===== config.mk =====
export PLATFORM = sky130hd
export DESIGN_NAME = encryptor_job_scheduler
export DESIGN_NICKNAME = d
export VERILOG_FILES = /design/src/rtl/encryptor_job_scheduler.sv
export SDC_FILE = /design/constraint.sdc
export NUM_CORES = 1
export LEC_CHECK = 0
export CAP_MARGIN = 40
export CORE_AREA = 2 2 288 290
export CTS_BUF_LIST = sky130_fd_sc_hd__clkbuf_8
export DETAILED_ROUTE_END_ITERATION = 16
export DIE_AREA = 0 0 290 292
export PLACE_DENSITY = 0.52
export SLEW_MARGIN = 5
export SYNTH_ARGS = -nofsm -noshare
export SYNTH_HDL_FRONTEND = slang
export SYNTH_SLANG_ARGS = --single-unit

===== constraint.sdc =====
create_clock -name clk -period 13.45 [get_ports clk]
set_input_delay 2.69 -clock clk [delete_from_list [all_inputs] [get_ports clk]]
set_output_delay 2.69 -clock clk [all_outputs]
set_load 0.005 [all_outputs]

===== src/rtl/encryptor_job_scheduler.sv =====
// Round-robin scheduler that shares one memory-mapped encryptor between two job requesters.
// Runs the key/plaintext/go/poll/readback sequence per job and returns the cyphertext.
module encryptor_job_scheduler #(
  parameter logic [31:0] BASE_ADDR = 32'h0000_0000,
  parameter int          TIMEOUT   = 64
) (
  input  logic         clk,
  input  logic         rst,
  input  logic         rq0_valid,
  output logic         rq0_ready,
  input  logic [127:0] rq0_key,
  input  logic [127:0] rq0_pt,
  input  logic         rq1_valid,
  output logic         rq1_ready,
  input  logic [127:0] rq1_key,
  input  logic [127:0] rq1_pt,
  output logic         rsp_valid,
  input  logic         rsp_ready,
  output logic         rsp_id,
  output logic [127:0] rsp_data,
  output logic         rsp_err,
  output logic [31:0]  acc_addr,
  output logic         acc_wr_en,
  output logic         acc_select,
  output logic [31:0]  acc_wdata,
  input  logic [31:0]  acc_rdata,
  output logic         busy
);

  // state  | meaning
  // IDLE   | arbitrate between requesters, latch the granted job
  // WR_KEY | write key words 0..3
  // WR_PT  | write plaintext words 0..3
  // GO     | write go bit to control register
  // WAIT   | settle cycle while the accelerator clears done
  // POLL   | sample done, abort after TIMEOUT cycles
  // RD_CT  | read cyphertext words 0..3
  // RESP   | present result until accepted
  typedef enum logic [2:0] {
    S_IDLE, S_WR_KEY, S_WR_PT, S_GO, S_WAIT, S_POLL, S_RD_CT, S_RESP
  } state_t;

  localparam int            TW     = $clog2(TIMEOUT);
  localparam logic [TW-1:0] T_LAST = TW'(TIMEOUT - 1);

  state_t          state_q, state_d;
  logic            last_q, last_d;
  logic            id_q, id_d;
  logic            err_q, err_d;
  logic [1:0]      idx_q, idx_d;
  logic [TW-1:0]   timer_q, timer_d;
  logic [127:0]    key_q, key_d;
  logic [127:0]    pt_q, pt_d;
  logic [127:0]    data_q, data_d;
  logic            grant;

  always_ff @(posedge clk or posedge rst) begin
    if (rst) begin
      state_q <= S_IDLE;
      last_q  <= 1'b1;
      id_q    <= 1'b0;
      err_q   <= 1'b0;
      idx_q   <= 2'd0;
      timer_q <= '0;
      key_q   <= '0;
      pt_q    <= '0;
      data_q  <= '0;
    end else begin
      state_q <= state_d;
      last_q  <= last_d;
      id_q    <= id_d;
      err_q   <= err_d;
      idx_q   <= idx_d;
      timer_q <= timer_d;
      key_q   <= key_d;
      pt_q    <= pt_d;
      data_q  <= data_d;
    end
  end

  always_comb begin
    state_d    = state_q;
    last_d     = last_q;
    id_d       = id_q;
    err_d      = err_q;
    idx_d      = idx_q;
    timer_d    = timer_q;
    key_d      = key_q;
    pt_d       = pt_q;
    data_d     = data_q;
    rq0_ready  = 1'b0;
    rq1_ready  = 1'b0;
    rsp_valid  = 1'b0;
    rsp_id     = 1'b0;
    rsp_data   = '0;
    rsp_err    = 1'b0;
    acc_addr   = '0;
    acc_wr_en  = 1'b0;
    acc_select = 1'b0;
    acc_wdata  = '0;
    // requester 1 wins when alone, or when both are valid and 0 went last
    grant      = rq1_valid & (~rq0_valid | ~last_q);

    case (state_q)
      S_IDLE: begin
        // ready is gated by reset so every output reads 0 while rst is high
        if (!rst && (rq0_valid || rq1_valid)) begin
          rq0_ready = ~grant;
          rq1_ready = grant;
          key_d     = grant ? rq1_key : rq0_key;
          pt_d      = grant ? rq1_pt : rq0_pt;
          id_d      = grant;
          last_d    = grant;
          idx_d     = 2'd0;
          timer_d   = '0;
          data_d    = '0;
          err_d     = 1'b0;
          state_d   = S_WR_KEY;
        end
      end
      S_WR_KEY: begin
        acc_addr   = BASE_ADDR + 32'h28 + {28'd0, idx_q, 2'b00};
        acc_wr_en  = 1'b1;
        acc_select = 1'b1;
        acc_wdata  = key_q[{idx_q, 5'd0} +: 32];
        idx_d      = idx_q + 2'd1;
        if (idx_q == 2'd3) state_d = S_WR_PT;
      end
      S_WR_PT: begin
        acc_addr   = BASE_ADDR + 32'h38 + {28'd0, idx_q, 2'b00};
        acc_wr_en  = 1'b1;
        acc_select = 1'b1;
        acc_wdata  = pt_q[{idx_q, 5'd0} +: 32];
        idx_d      = idx_q + 2'd1;
        if (idx_q == 2'd3) state_d = S_GO;
      end
      S_GO: begin
        acc_addr   = BASE_ADDR + 32'h20;
        acc_wr_en  = 1'b1;
        acc_select = 1'b1;
        acc_wdata  = 32'h1;
        state_d    = S_WAIT;
      end
      S_WAIT: begin
        acc_addr   = BASE_ADDR + 32'h20;
        acc_select = 1'b1;
        state_d    = S_POLL;
      end
      S_POLL: begin
        acc_addr   = BASE_ADDR + 32'h20;
        acc_select = 1'b1;
        if (acc_rdata[31]) begin
          state_d = S_RD_CT;
        end else if (timer_q == T_LAST) begin
          err_d   = 1'b1;
          data_d  = '0;
          state_d = S_RESP;
        end else begin
          timer_d = timer_q + 1'b1;
        end
      end
      S_RD_CT: begin
        acc_addr   = BASE_ADDR + 32'h48 + {28'd0, idx_q, 2'b00};
        acc_select = 1'b1;
        data_d[{idx_q, 5'd0} +: 32] = acc_rdata;
        idx_d      = idx_q + 2'd1;
        if (idx_q == 2'd3) state_d = S_RESP;
      end
      S_RESP: begin
        rsp_valid = 1'b1;
        rsp_id    = id_q;
        rsp_data  = data_q;
        rsp_err   = err_q;
        if (rsp_ready) begin
          err_d   = 1'b0;
          state_d = S_IDLE;
        end
      end
      default: state_d = S_IDLE;
    endcase
  end

  assign busy = (state_q != S_IDLE);

endmodule


# Word level (Yosys, flattened, before mapping)
# Cells that the tools add are included.
# word_totals
input_bits	549
reg_bits	398
# classes
reduce_logical	19
shift	4
n_addsub	6
n_bitwise	5
eq_ne	18
n_mux	38
# op_table
operator	count
128-bit two-way mux	6
128-bit case mux with 3 select lines	1
128-bit by 8-bit indexed part select with 32-bit output	2
128-bit bitwise mux	1
32-bit by 9-bit variable shift with 128-bit output, first input constant	1
32-bit by 9-bit indexed part select with 128-bit output	1
32-bit case mux with 3 select lines	1
8-bit case mux with 4 select lines	1
3-bit case mux with 8 select lines	1
3-bit two-way mux	7
6-bit two-way mux	3
2-bit inequality test, second input constant	8
6-bit by 4-bit adder with 7-bit output, first input constant	2
1-bit two-way mux	13
3-bit equality test, second input constant	4
6-bit case mux with 2 select lines	1
7-bit negator with 9-bit output	1
3-bit nonzero test	3
3-bit OR reduction	3
7-bit by 4-bit adder with 8-bit output, first input constant	1
4-bit AND reduction	2
6-bit by 1-bit adder with 6-bit output, second input constant	1
3-bit by 2-bit equality test with 1-bit output, second input constant	2
6-bit equality test, second input constant	1
other kinds (19)	23

# Logic depth before layout (Yosys ltp)
# Gate-level depths: netlist of run 1.
# depth
word_depth	6
depth_mapped	8
ltp_nobuf	6

# Least setup slack after synthesis of run 1
# No wires, ideal clock.
# synth_path
path_type	input port to output port
startpoint	input port rst
endpoint	output port rq1_ready
slack_ns	7.205
arrival_time_ns	3.555
path_stages	4
path_cell_list	o21bai_1 > or3_1 > clkbuf_1 > nor2_1
# synth_via
elab_chain_cells	4
# synth_rtl
item	line_no	source
start: declaration	8	input logic rst,
1-bit zero test	107	if (!rst && (rq0_valid || rq1_valid)) begin
1-bit logical AND	107	
1-bit two-way mux	107	
1-bit two-way mux	104	case (state_q)
end: declaration	14	output logic rq1_ready,
# Every way passes these cells.

# Final worst setup path of run 1
# layout_path
startpoint	input port rq1_valid
endpoint	output port rq1_ready
# layout_via
elab_chain_cells	4
elab_cells_between_ends	5
cone_classes	mux: 2; bitwise: 1; reduce/logical: 2
# layout_rtl
item	line_no	source
start: declaration	13	input logic rq1_valid,
1-bit logical OR	107	
1-bit logical AND	107	
1-bit two-way mux *	107	
1-bit two-way mux *	104	
# Mark *: on every way between the ends. The rest lies on a longest branch, timed or not.

==> load_flow_metrics.sql, run 1 <==
INSERT INTO impl_metrics (metric_group, metric, value, unit) VALUES
('logic_synthesis', 'yosysWarnings', '0', ''),
('floorplanning', 'die_y', '292', 'um'),
('sta', 'max_slew_headroom', '32.51', '%'),
('global_routing', 'grt_pass1_vias', '19770', ''),
('sta', 'final-setup-viol-count', '0', ''),
('pwr', 'leakage', '0.01246', 'uW'),
('setup_path', 'setup.reg_to_reg.worst_slack', '9.93', 'ns'),
('pwr', 'p_per_area', '188.4', 'nW/um2'),
('setup_path', 'crit_fanout', '10', ''),
('floorplanning', 'start_util', '24.40', '%'),
('placed_design', 'hpwl', '72030', 'um'),
('floorplanning', 'design.core.area', '81580', 'um2'),
('drt', 'drcViolationCount', '0', ''),
('drt', 'detail-route-antenna-nets', '0', ''),
('drt', 'drt_first_pass_iters', '5', ''),
('clock_tree', 'cts_post_setup_buffers_inserted', '0', ''),
('clock_tree', 'postCtsResizedCells', '0', ''),
('sta', 'timing.final.crit_share', '55.09', '%'),
('placed_design', 'placement.io_buffers', '721', ''),
('cells_and_area', 'fin_cells', '3919', ''),
('clock_tree', 'clock_tree.htree_level_count', '3', ''),
('pwr', 'peakVddDrop', '0.0001084', 'V'),
('sta', 'timing_worst_slew_pin_value', '1.012', 'ns'),
('global_routing', 'initial_antenna_violation_count', '43', ''),
('cells_and_area', 'drive_above_1_share', '8.263', '%'),
('cells_and_area', 'syn_to_final_growth', '49.98', '%'),
('clock_tree', 'insertion_delay', '0.66', 'ns'),
('logic_synthesis', 'seq_area_frac_synth', '50.03', '%'),
('sta', 'worst_clock_skew', '0.04887', 'ns'),
('logic_synthesis', 'synth.area.top_cells', 'dfrtp_1 (50%), nand2_1 (10%), a31oi_1 (8.1%), a22o_1 (7.1%), mux4_2 (7.0%)', ''),
('global_routing', 'global_route.overflow_total', '0', ''),
('floorplanning', 'die_area', '84680', 'um2'),
('global_routing', 'grt_first_pass_wirelength', '136500', 'um'),
('cells_and_area', 'nets', '3327', ''),
('setup_path', 'start_kind', 'input port', ''),
('drt', 'met1_length', '36790', 'um'),
('drt', 'met2WireLength', '46880', 'um'),
('drt', 'dr_wl_met3', '7401', 'um'),
('setup_path', 'end_kind', 'primary output', ''),
('logic_synthesis', 'post_synth_num_cell_types', '52', ''),
('logic_synthesis', 'mappedNetlistArea', '19910', 'um2'),
('sta', 'hold_viol', '0', ''),
('clock_tree', 'cts_sinks', '398', ''),
('logic_synthesis', 'post-synth-top-area-fraction', '49.90', '%'),
('logic_synthesis', 'ffs_w_async_s_r_synth', '100.0', '%'),
('drt', 'final_routed_wire_length_divided_by_cell_count', '24.09', 'um'),
('logic_synthesis', 'synth_common_cells', 'nand2_1 (528), dfrtp_1 (397), nor2_1 (269)', ''),
('clock_tree', 'clk_pin_slew', '0.06', 'ns'),
('logic_synthesis', 'postSynthRegisterBits', '398', ''),
('floorplanning', 'num_io_pins', '749', ''),
('placed_design', 'place.detailed.instances', '3763', ''),
('setup_path', 'worst_setup_path_category', 'in2out', ''),
('global_routing', 'grt_util_all_layers', '21.87', '%'),
('sta', 'max_clock_freq', '135.0', 'MHz'),
('logic_synthesis', 'synth_most_common_cell', 'nand2_1', ''),
('drt', 'vias_cell', '4.964', ''),
('clock_tree', 'cts_hold_buf', '0', ''),
('sta', 'timing_max_transition_violations_final', '0', ''),
('drt', 'routed_wirelength', '94400', 'um'),
('logic_synthesis', 'dominantRegCellSynth', 'dfrtp_1', ''),
('sta', 'finalWorstPathRequiredPeriod', '7.410', 'ns'),
('drt', 'top_sig_layer', 'met5', ''),
('sta', 'rsz0062_at_grt', 'no', ''),
('sta', 'fin_setup_tns', '0', 'ns'),
('placed_design', 'gp_congestion', '0.8936', ''),
('worst_hold_path', 'hold_class', 'reg2reg', ''),
('drt', 'violation_count_after_the_first_detailed_route_iteration', '1144', ''),
('clock_tree', 'clock_tree.root_cell', 'clkbuf_8', ''),
('logic_synthesis', 'synth_cells', '2121', ''),
('logic_synthesis', 'synth_top_cell_by_area', 'dfrtp_1', ''),
('setup_path', 'timing.critical_path.arrival', '4.72', 'ns'),
('global_routing', 'largest_net_degree_at_the_start_of_global_routing', '200', ''),
('setup_path', 'required', '10.76', 'ns'),
('clock_tree', 'clock_tree_from_tritoncts', 'built', ''),
('run', 'cap_viol_max_count', '0', ''),
('logic_synthesis', 'synth_edf_count', '0', ''),
('drt', 'routed-via-count', '19450', ''),
('clock_tree', 'cts-buffers-inserted', '76', ''),
('outcome', 'run_status', 'completed', ''),
('floorplanning', 'num_rows', '105', ''),
('logic_synthesis', 'syn_area_per_cell', '9.386', 'um2'),
('clock_tree', 'clockBufferDepth', '3', ''),
('floorplanning', 'die_width', '290', 'um');
[power by group]
| group | switching (uW) | internal [uW] | total [uW] |
|---|---|---|---|
| registers | 379 | 1730 | 2110 |
| clock network | 569 | 730 | 1300 |
| logic | 1180 | 1040 | 2220 |
| total | 2120 | 3500 | 5630 |
[cell usage in the layout (no fill, tap or decap), types with 5 or more instances in the layout]
master / count
clkbuf_8: 97
nand3_1: 8
and2_1: 130
mux4_2: 62
nand2b_1: 8
a22o_1: 161
clkinv_2: 6
buf_16: 5
a31oi_1: 258
a21oi_1: 10
inv_1: 30
nor2_1: 268
clkdlybuf4s50_1: 721
dfrtp_1: 396
ha_1: 7
conb_1: 27
diode_2: 17
mux2i_1: 6
nand2_1: 527
o21ai_0: 8
buf_4: 22
buf_12: 8
[state kept, by name (all words and copies together) (netlist names)]
name and flops:
pt_q 128, key_q 128, data_q 128, idx_q 2
err_q 1, state_q 3, last_q 1, id_q 1
timer_q 6
[final timing paths]
| kind | startpoint | to | depth (start not counted) |
|---|---|---|---|
| setup / recovery | rq1_valid | rq1_ready | 5 |
| hold / removal | data_q[27] | data_q[27] | 1 |
| setup reg to reg | state_q[0] | key_q[90] | 7 |
| hold reg to reg | data_q[27] | data_q[27] | 1 |
| max in group asynchronous | rst | data_q[86] | 4 |
| min in group asynchronous | rst | timer_q[3] | 2 |
[area by class of cell]
cell class | count | area [um2]
Antenna cell | 17 | 42.54
Clock buffer | 97 | 1335
Clock inverter | 42 | 312.8
Fill cell | 8297 | 51730
Inverter | 8 | 33.78
Multi-Input combinational cell | 1531 | 9153
Sequential cell | 398 | 9962
Tap cell | 1070 | 1339
Timing Repair Buffer | 756 | 7680
[stage by stage]
stage | cell area [um2] | hold slack [ns] | setup slack (ns) | utilization (%) | power (uW)
after global routing | 29850 | 0.5036 | 5.906 | 36.59 | 5980
after CTS | 29810 | 0.4937 | 6.015 | 36.54 | 5719
after floorplan | 20010 | 0.4414 | 5.403 | - | 3277
after global placement | 27930 | 0.4741 | 5.927 | 34.23 | 4304
final | 29860 | 0.4901 | 6.040 | 36.60 | 5626
after detailed placement | 28170 | 0.4738 | 6.026 | 34.53 | 4388
[routing by layer]
layer / vias up / track usage, %
li1: 8687 / -
met1: 9710 / 25.80
met2: 859 / 37.79
met3: 166 / 6.097
met4: 30 / 8.295
met5: - / 0
[critical path: stages]
cell and delay (ns):
clkdlybuf4s50_1 0.55, o21bai_1 0.19, or3_1 0.50, nor2_1 0.24, clkdlybuf4s50_1 0.54
[cell families (layout without fill, tap and decap cells)]
logic type,Yosys count,in the layout,share of synthesized area [%]
other,1,44,0.01884
xor gates and xnor gates,1,1,0.04400
DFF,398,398,50.03
muxes,70,70,7.429
and+or+nand+nor,968,968,20.55
buffers and inverters,218,903,5.110
adders and majority gates,7,7,0.4399
AOI/OAI and AO/OA,458,458,16.38
No activity file was read; power rests on OpenSTA's default activity.
==> inputs of run 2 (changes only) <==
==> constraint.sdc (replaced) <==
create_clock -name clk -period 6.6 [get_ports clk]
set_input_delay 1.32 -clock clk [delete_from_list [all_inputs] [get_ports clk]]
set_output_delay 1.32 -clock clk [all_outputs]
set_load 0.005 [all_outputs]
==> run 2 against run 1 <==
Against the previous run:
- global-route usage grew 0.92 points
- clock power grew 92%
- register-to-register slack lost 6.5 ns
- critical path type is now reg2out
- flip-flop and latch count is the same
- critical endpoint is now acc_wdata[14]
==> load_flow_metrics.sql, run 2 (synthesis gave the netlist of run 1 again) <==
INSERT INTO impl_metrics (metric_group, metric, value, unit) VALUES
('outcome', 'run_status', 'completed', ''),
('sta', 'hold_ws', '0.4903', 'ns'),
('sta', 'worst_clock_skew', '0.05715', 'ns'),
('sta', 'finalWorstPathRequiredPeriod', '5.234', 'ns'),
('floorplanning', 'num_io_pins', '749', ''),
('drt', 'drt_first_pass_iters', '5', ''),
('global_routing', 'largest_net_degree_at_the_start_of_global_routing', '237', ''),
('clock_tree', 'postCtsResizedCells', '0', ''),
('global_routing', 'grt_util_all_layers', '22.80', '%'),
('worst_hold_path', 'hold_class', 'reg2reg', ''),
('clock_tree', 'cts_hold_buf', '0', ''),
('placed_design', 'hpwl', '74920', 'um'),
('drt', 'violation_count_after_the_first_detailed_route_iteration', '1415', ''),
('worst_hold_path', 'min_delay_worst_endpoint', 'data_q[127]', ''),
('cells_and_area', 'seq_area', '9962', 'um2'),
('pwr', 'leakage', '0.01234', 'uW'),
('placed_design', 'postPlaceCellArea', '28070', 'um2'),
('placed_design', 'gp_congestion', '0.9393', ''),
('worst_hold_path', 'hold_path_startpoint', 'data_q[127]', ''),
('floorplanning', 'num_rows', '105', ''),
('setup_path', 'worstRegToRegCells', '5', ''),
('clock_tree', 'clock_tree.htree_level_count', '3', ''),
('cells_and_area', 'nets', '3320', ''),
('clock_tree', 'clockBufferDepth', '3', ''),
('sta', 'timing.final.crit_share', '79.30', '%'),
('setup_path', 'start_kind', 'flip-flop', ''),
('floorplanning', 'die_width', '290', 'um'),
('cells_and_area', 'fillers', '8396', ''),
('cells_and_area', 'reg.largest.list', 'data_q (128), key_q (128), pt_q (128)', ''),
('drt', 'routed_wirelength', '98440', 'um'),
('worst_hold_path', 'whs_path_depth', '1', ''),
('clock_tree', 'clk_pin_slew', '0.06', 'ns'),
('setup_path', 'worst_setup_path_category', 'reg2out', ''),
('clock_tree', 'insertion_delay', '0.70', 'ns'),
('drt', 'drcViolationCount', '0', ''),
('clock_tree', 'cts-buffers-inserted', '75', ''),
('cells_and_area', 'layout_commonest_cell', 'clkdlybuf4s50_1', ''),
('floorplanning', 'start_util', '24.40', '%'),
('global_routing', 'grt_pass1_vias', '19900', ''),
('cells_and_area', 'layout.cells.most_common_list', 'clkdlybuf4s50_1 (721), nand2_1 (527), dfrtp_1 (396)', ''),
('setup_path', 'required', '5.28', 'ns'),
('global_routing', 'grt_first_pass_wirelength', '140900', 'um'),
('setup_path', 'timing.rr.end', 'key_q[3]', ''),
('cells_and_area', 'footprint_of_the_multi_input_gates', '9153', 'um2'),
('global_routing', 'initial_antenna_violation_count', '38', ''),
('placed_design', 'placement.io_buffers', '721', ''),
('floorplanning', 'die_y', '292', 'um'),
('clock_tree', 'cts_sinks', '398', ''),
('pwr', 'p_per_area', '385.6', 'nW/um2'),
('setup_path', 'end_kind', 'primary output', ''),
('cells_and_area', 'syn_to_final_growth', '48.79', '%'),
('setup_path', 'setup.reg_to_reg.worst_slack', '3.41', 'ns'),
('sta', 'rsz0062_at_grt', 'no', ''),
('setup_path', 'critical_path.reg2reg.startpoint', 'state_q[2]', ''),
('drt', 'final_routed_wire_length_divided_by_cell_count', '25.25', 'um'),
('setup_path', 'worst_setup_path_startpoint', 'state_q[2]', ''),
('cells_and_area', 'drive_above_1_share', '7.711', '%'),
('run', 'cap_viol_max_count', '0', ''),
('drt', 'vias_cell', '4.986', ''),
('setup_path', 'crit_fanout', '30', ''),
('floorplanning', 'die_area', '84680', 'um2'),
('setup_path', 'timing.critical_path.arrival', '3.91', 'ns'),
('cells_and_area', 'final_design_area_no_fill', '29620', 'um2'),
('global_routing', 'global_route.overflow_total', '0', ''),
('clock_tree', 'clock_tree.root_cell', 'clkbuf_8', ''),
('sta', 'timing_max_transition_violations_final', '0', ''),
('clock_tree', 'cts_post_setup_buffers_inserted', '0', ''),
('sta', 'final-setup-viol-count', '0', ''),
('clock_tree', 'clock_tree_from_tritoncts', 'built', ''),
('sta', 'timing_worst_slew_pin_value', '1.208', 'ns'),
('drt', 'routed-via-count', '19440', ''),
('sta', 'max_clock_freq', '191.1', 'MHz'),
('sta', 'hold_viol', '0', ''),
('sta', 'max_slew_headroom', '19.45', '%'),
('drt', 'detail-route-antenna-nets', '0', ''),
('floorplanning', 'design.core.area', '81580', 'um2'),
('pwr', 'peakVddDrop', '0.0001889', 'V');
==> run 2: how the worst max path moves through the flow <==
| stage | to | cells after the start |
|---|---|---|
| floorplan | data_q[0] | 1 |
| global placement | rq1_ready | 5 |
| detailed placement | rq1_ready | 5 |
| CTS | acc_wdata[10] | 5 |
| global route | acc_wdata[10] | 5 |
| finish | acc_wdata[14] | 5 |
==> run 2: worst max-delay path, stage by stage (launching register included) <==
cell             delay, ns
dfrtp_1               0.93
or3b_4                0.65
buf_4                 0.34
mux4_2                0.56
a22o_1                0.22
clkdlybuf4s50_1       0.51
==> run 2: area by class of cell <==
cell class / instances / share of cell area (%)
repair buffers: 750 / 25.61
flip-flops and latches: 398 / 33.63
clock inverters: 35 / 0.8364
inverters: 8 / 0.1140
multi-input cells: 1531 / 30.90
diodes: 14 / 0.1183
well taps: 1070 / 4.520
clock buffers: 92 / 4.275
==> run 2: routing by layer <==
| layer | vias to the layer above | share of wire [%] | GRT usage, % |
|---|---|---|---|
| met5 | - | 0.16 | 0 |
| met2 | 866 | 50 | 39.72 |
| met1 | 9704 | 37 | 25.61 |
| li1 | 8649 | - | - |
| met4 | 26 | 4.6 | 10.86 |
| met3 | 191 | 8.0 | 6.599 |
==> run 2: per-stage QoR <==
stage	setup TNS [ns]	instances	utilization, %	setup slack [ns]	total power (uW)
2_1_floorplan	-30.56	2147	-	-0.07697	6677
3_3_place_gp	0	3753	34.31	1.925	8908
3_5_place_dp	0	3757	34.41	1.930	9021
4_1_cts	0	3884	36.26	1.229	11590
5_1_grt	0	3895	36.30	1.097	12110
6_report	0	3898	36.31	1.366	11420
==> run 2: power breakdown <==
part	switching (uW)	internal (uW)
clock	1150	1350
sequential	1050	3520
combinational	2250	2110
total	4450	6970
==> inputs of run 3 (changes only) <==
==> constraint.sdc (replaced) <==
create_clock -name clk -period 4.4 [get_ports clk]
set_input_delay 0.88 -clock clk [delete_from_list [all_inputs] [get_ports clk]]
set_output_delay 0.88 -clock clk [all_outputs]
set_load 0.005 [all_outputs]
==> run 3 against run 2 <==
Against the previous run:
- setup slack worse by 1.2 ns
- die area unchanged
- flip-flop and latch count stayed put
- global-route usage increased by 0.32 points
- combinational power up 53%
- via count is 0.61% higher
- critical path depth stayed put
- power increased by 51%
- hold slack worse by 0.0039 ns
- core utilization increased by 0.18 points
- highest routed layer unchanged
==> load_flow_metrics.sql, run 3 (synthesis gave the netlist of run 1 again) <==
INSERT INTO impl_metrics (metric_group, metric, value, unit) VALUES
('outcome', 'run_status', 'completed', ''),
('clock_tree', 'cts_hold_buf', '0', ''),
('placed_design', 'gp_congestion', '0.9615', ''),
('sta', 'hold_ws', '0.4864', 'ns'),
('cells_and_area', 'fin_cells', '3913', ''),
('cells_and_area', 'final_design_area_no_fill', '29770', 'um2'),
('pwr', 'clock_power_share', '22.0', '%'),
('pwr', 'combinationalPowerShare', '38.6', '%'),
('floorplanning', 'num_io_pins', '749', ''),
('clock_tree', 'cts_post_setup_buffers_inserted', '0', ''),
('setup_path', 'required', '3.52', 'ns'),
('cells_and_area', 'syn_to_final_growth', '49.52', '%'),
('clock_tree', 'clockBufferDepth', '3', ''),
('global_routing', 'grt_pass1_vias', '20080', ''),
('drt', 'routed_wirelength', '99420', 'um'),
('clock_tree', 'clock_tree_from_tritoncts', 'built', ''),
('sta', 'finalWorstPathRequiredPeriod', '4.200', 'ns'),
('drt', 'violation_count_after_the_first_detailed_route_iteration', '1413', ''),
('cells_and_area', 'reg.largest.list', 'data_q (128), key_q (128), pt_q (128)', ''),
('drt', 'final_routed_wire_length_divided_by_cell_count', '25.41', 'um'),
('drt', 'drt_first_pass_iters', '6', ''),
('clock_tree', 'clock_tree.root_cell', 'clkbuf_8', ''),
('clock_tree', 'postCtsResizedCells', '0', ''),
('sta', 'max_slew_headroom', '32.60', '%'),
('clock_tree', 'insertion_delay', '0.67', 'ns'),
('pwr', 'leakage', '0.01237', 'uW'),
('setup_path', 'setup.reg_to_reg.worst_slack', '1.76', 'ns'),
('cells_and_area', 'nets', '3327', ''),
('drt', 'drcViolationCount', '0', ''),
('cells_and_area', 'layout.cells.most_common_list', 'clkdlybuf4s50_1 (721), nand2_1 (527), dfrtp_1 (396)', ''),
('cells_and_area', 'drive_above_1_share', '8.186', '%'),
('pwr', 'share_seq_of_total_power', '39.4', '%'),
('placed_design', 'placement.io_buffers', '721', ''),
('setup_path', 'crit_fanout', '23', ''),
('placed_design', 'place.detailed.instances', '3763', ''),
('placed_design', 'hpwl', '76450', 'um'),
('sta', 'timing_worst_slew_pin_value', '1.011', 'ns'),
('sta', 'fin_setup_tns', '0', 'ns'),
('run', 'cap_viol_max_count', '0', ''),
('worst_hold_path', 'hold_path_startpoint', 'data_q[1]', ''),
('sta', 'timing_max_transition_violations_final', '0', ''),
('sta', 'worst_clock_skew', '0.04506', 'ns'),
('clock_tree', 'cts_sinks', '398', ''),
('pwr', 'p_per_area', '578.4', 'nW/um2'),
('clock_tree', 'cts-buffers-inserted', '76', ''),
('sta', 'timing.final.crit_share', '95.46', '%'),
('drt', 'vias_cell', '4.997', ''),
('setup_path', 'end_kind', 'primary output', ''),
('clock_tree', 'clock_tree.htree_level_count', '3', ''),
('pwr', 'netSwitchingPower', '6691', 'uW'),
('pwr', 'internal-power', '10530', 'uW'),
('floorplanning', 'die_y', '292', 'um'),
('drt', 'routed-via-count', '19560', ''),
('floorplanning', 'num_rows', '105', ''),
('global_routing', 'initial_antenna_violation_count', '36', ''),
('global_routing', 'grt_util_all_layers', '23.12', '%'),
('drt', 'detail-route-antenna-nets', '0', ''),
('sta', 'max_clock_freq', '238.1', 'MHz'),
('global_routing', 'largest_net_degree_at_the_start_of_global_routing', '199', ''),
('setup_path', 'critical_path.reg2reg.startpoint', 'state_q[1]', ''),
('worst_hold_path', 'hold_class', 'reg2reg', ''),
('clock_tree', 'clk_pin_slew', '0.05', 'ns'),
('floorplanning', 'die_width', '290', 'um'),
('setup_path', 'timing.critical_path.arrival', '3.32', 'ns'),
('sta', 'final-setup-viol-count', '0', ''),
('floorplanning', 'start_util', '24.40', '%'),
('setup_path', 'start_kind', 'flip-flop', ''),
('sta', 'rsz0062_at_grt', 'no', ''),
('floorplanning', 'die_area', '84680', 'um2'),
('placed_design', 'postPlaceCellArea', '28180', 'um2'),
('global_routing', 'global_route.overflow_total', '0', ''),
('setup_path', 'worst_setup_path_category', 'reg2out', ''),
('pwr', 'netSwitchingFraction', '38.86', '%'),
('global_routing', 'grt_first_pass_wirelength', '142900', 'um'),
('sta', 'hold_viol', '0', ''),
('pwr', 'power', '17220', 'uW'),
('cells_and_area', 'layout_commonest_cell', 'clkdlybuf4s50_1', ''),
('setup_path', 'worst_setup_path_startpoint', 'idx_q[0]', ''),
('floorplanning', 'design.core.area', '81580', 'um2'),
('pwr', 'peakVddDrop', '0.0003139', 'V');
-- run 3: metal layers --
| metal | share of wire (%) | track usage, % | up-vias |
|---|---|---|---|
| met5 | 0.11 | 0 | - |
| li1 | - | - | 8685 |
| met3 | 7.7 | 6.150 | 175 |
| met4 | 3.5 | 9.108 | 18 |
| met2 | 51 | 41.02 | 885 |
| met1 | 38 | 26.45 | 9792 |
-- run 3: final timing paths --
check | end | cells past startpoint
max reg2reg | key_q[49] | 8
min in group asynchronous | id_q | 2
max in group asynchronous | data_q[102] | 3
min reg2reg | data_q[1] | 1
min | data_q[1] | 1
max | acc_wdata[7] | 5
-- run 3: cell type report --
class / count / area [um2]
Antenna cell: 21 / 52.55
Timing Repair Buffer: 756 / 7692
Multi-Input combinational cell: 1531 / 9153
Sequential cell: 398 / 9962
Clock inverter: 35 / 240.2
Tap cell: 1070 / 1339
Fill cell: 8324 / 51820
Clock buffer: 94 / 1294
Inverter: 8 / 33.78
-- run 3: power by group through the flow --
stage	sequential, uW	clock (uW)	combinational [uW]
2_1_floorplan	5910	0	4110
3_3_place_gp	6920	0	6540
3_5_place_dp	6910	0	6700
4_1_cts	6870	3900	6730
5_1_grt	6960	4060	7260
6_report	6780	3790	6650
-- run 3: worst max-delay path: stages (launching register included) --
cell and delay [ns]:
dfrtp_2 0.40, inv_2 0.59, buf_12 0.26, mux4_2 0.50, a22o_1 0.25, clkdlybuf4s50_1 0.62
-- run 3: metrics by stage --
step	utilization [%]	setup slack [ns]
global route	36.47	0.02768
CTS	36.42	0.08981
global placement	34.44	0.6254
finish	36.48	0.1999
detailed placement	34.54	0.6132
floorplan	-	-1.837
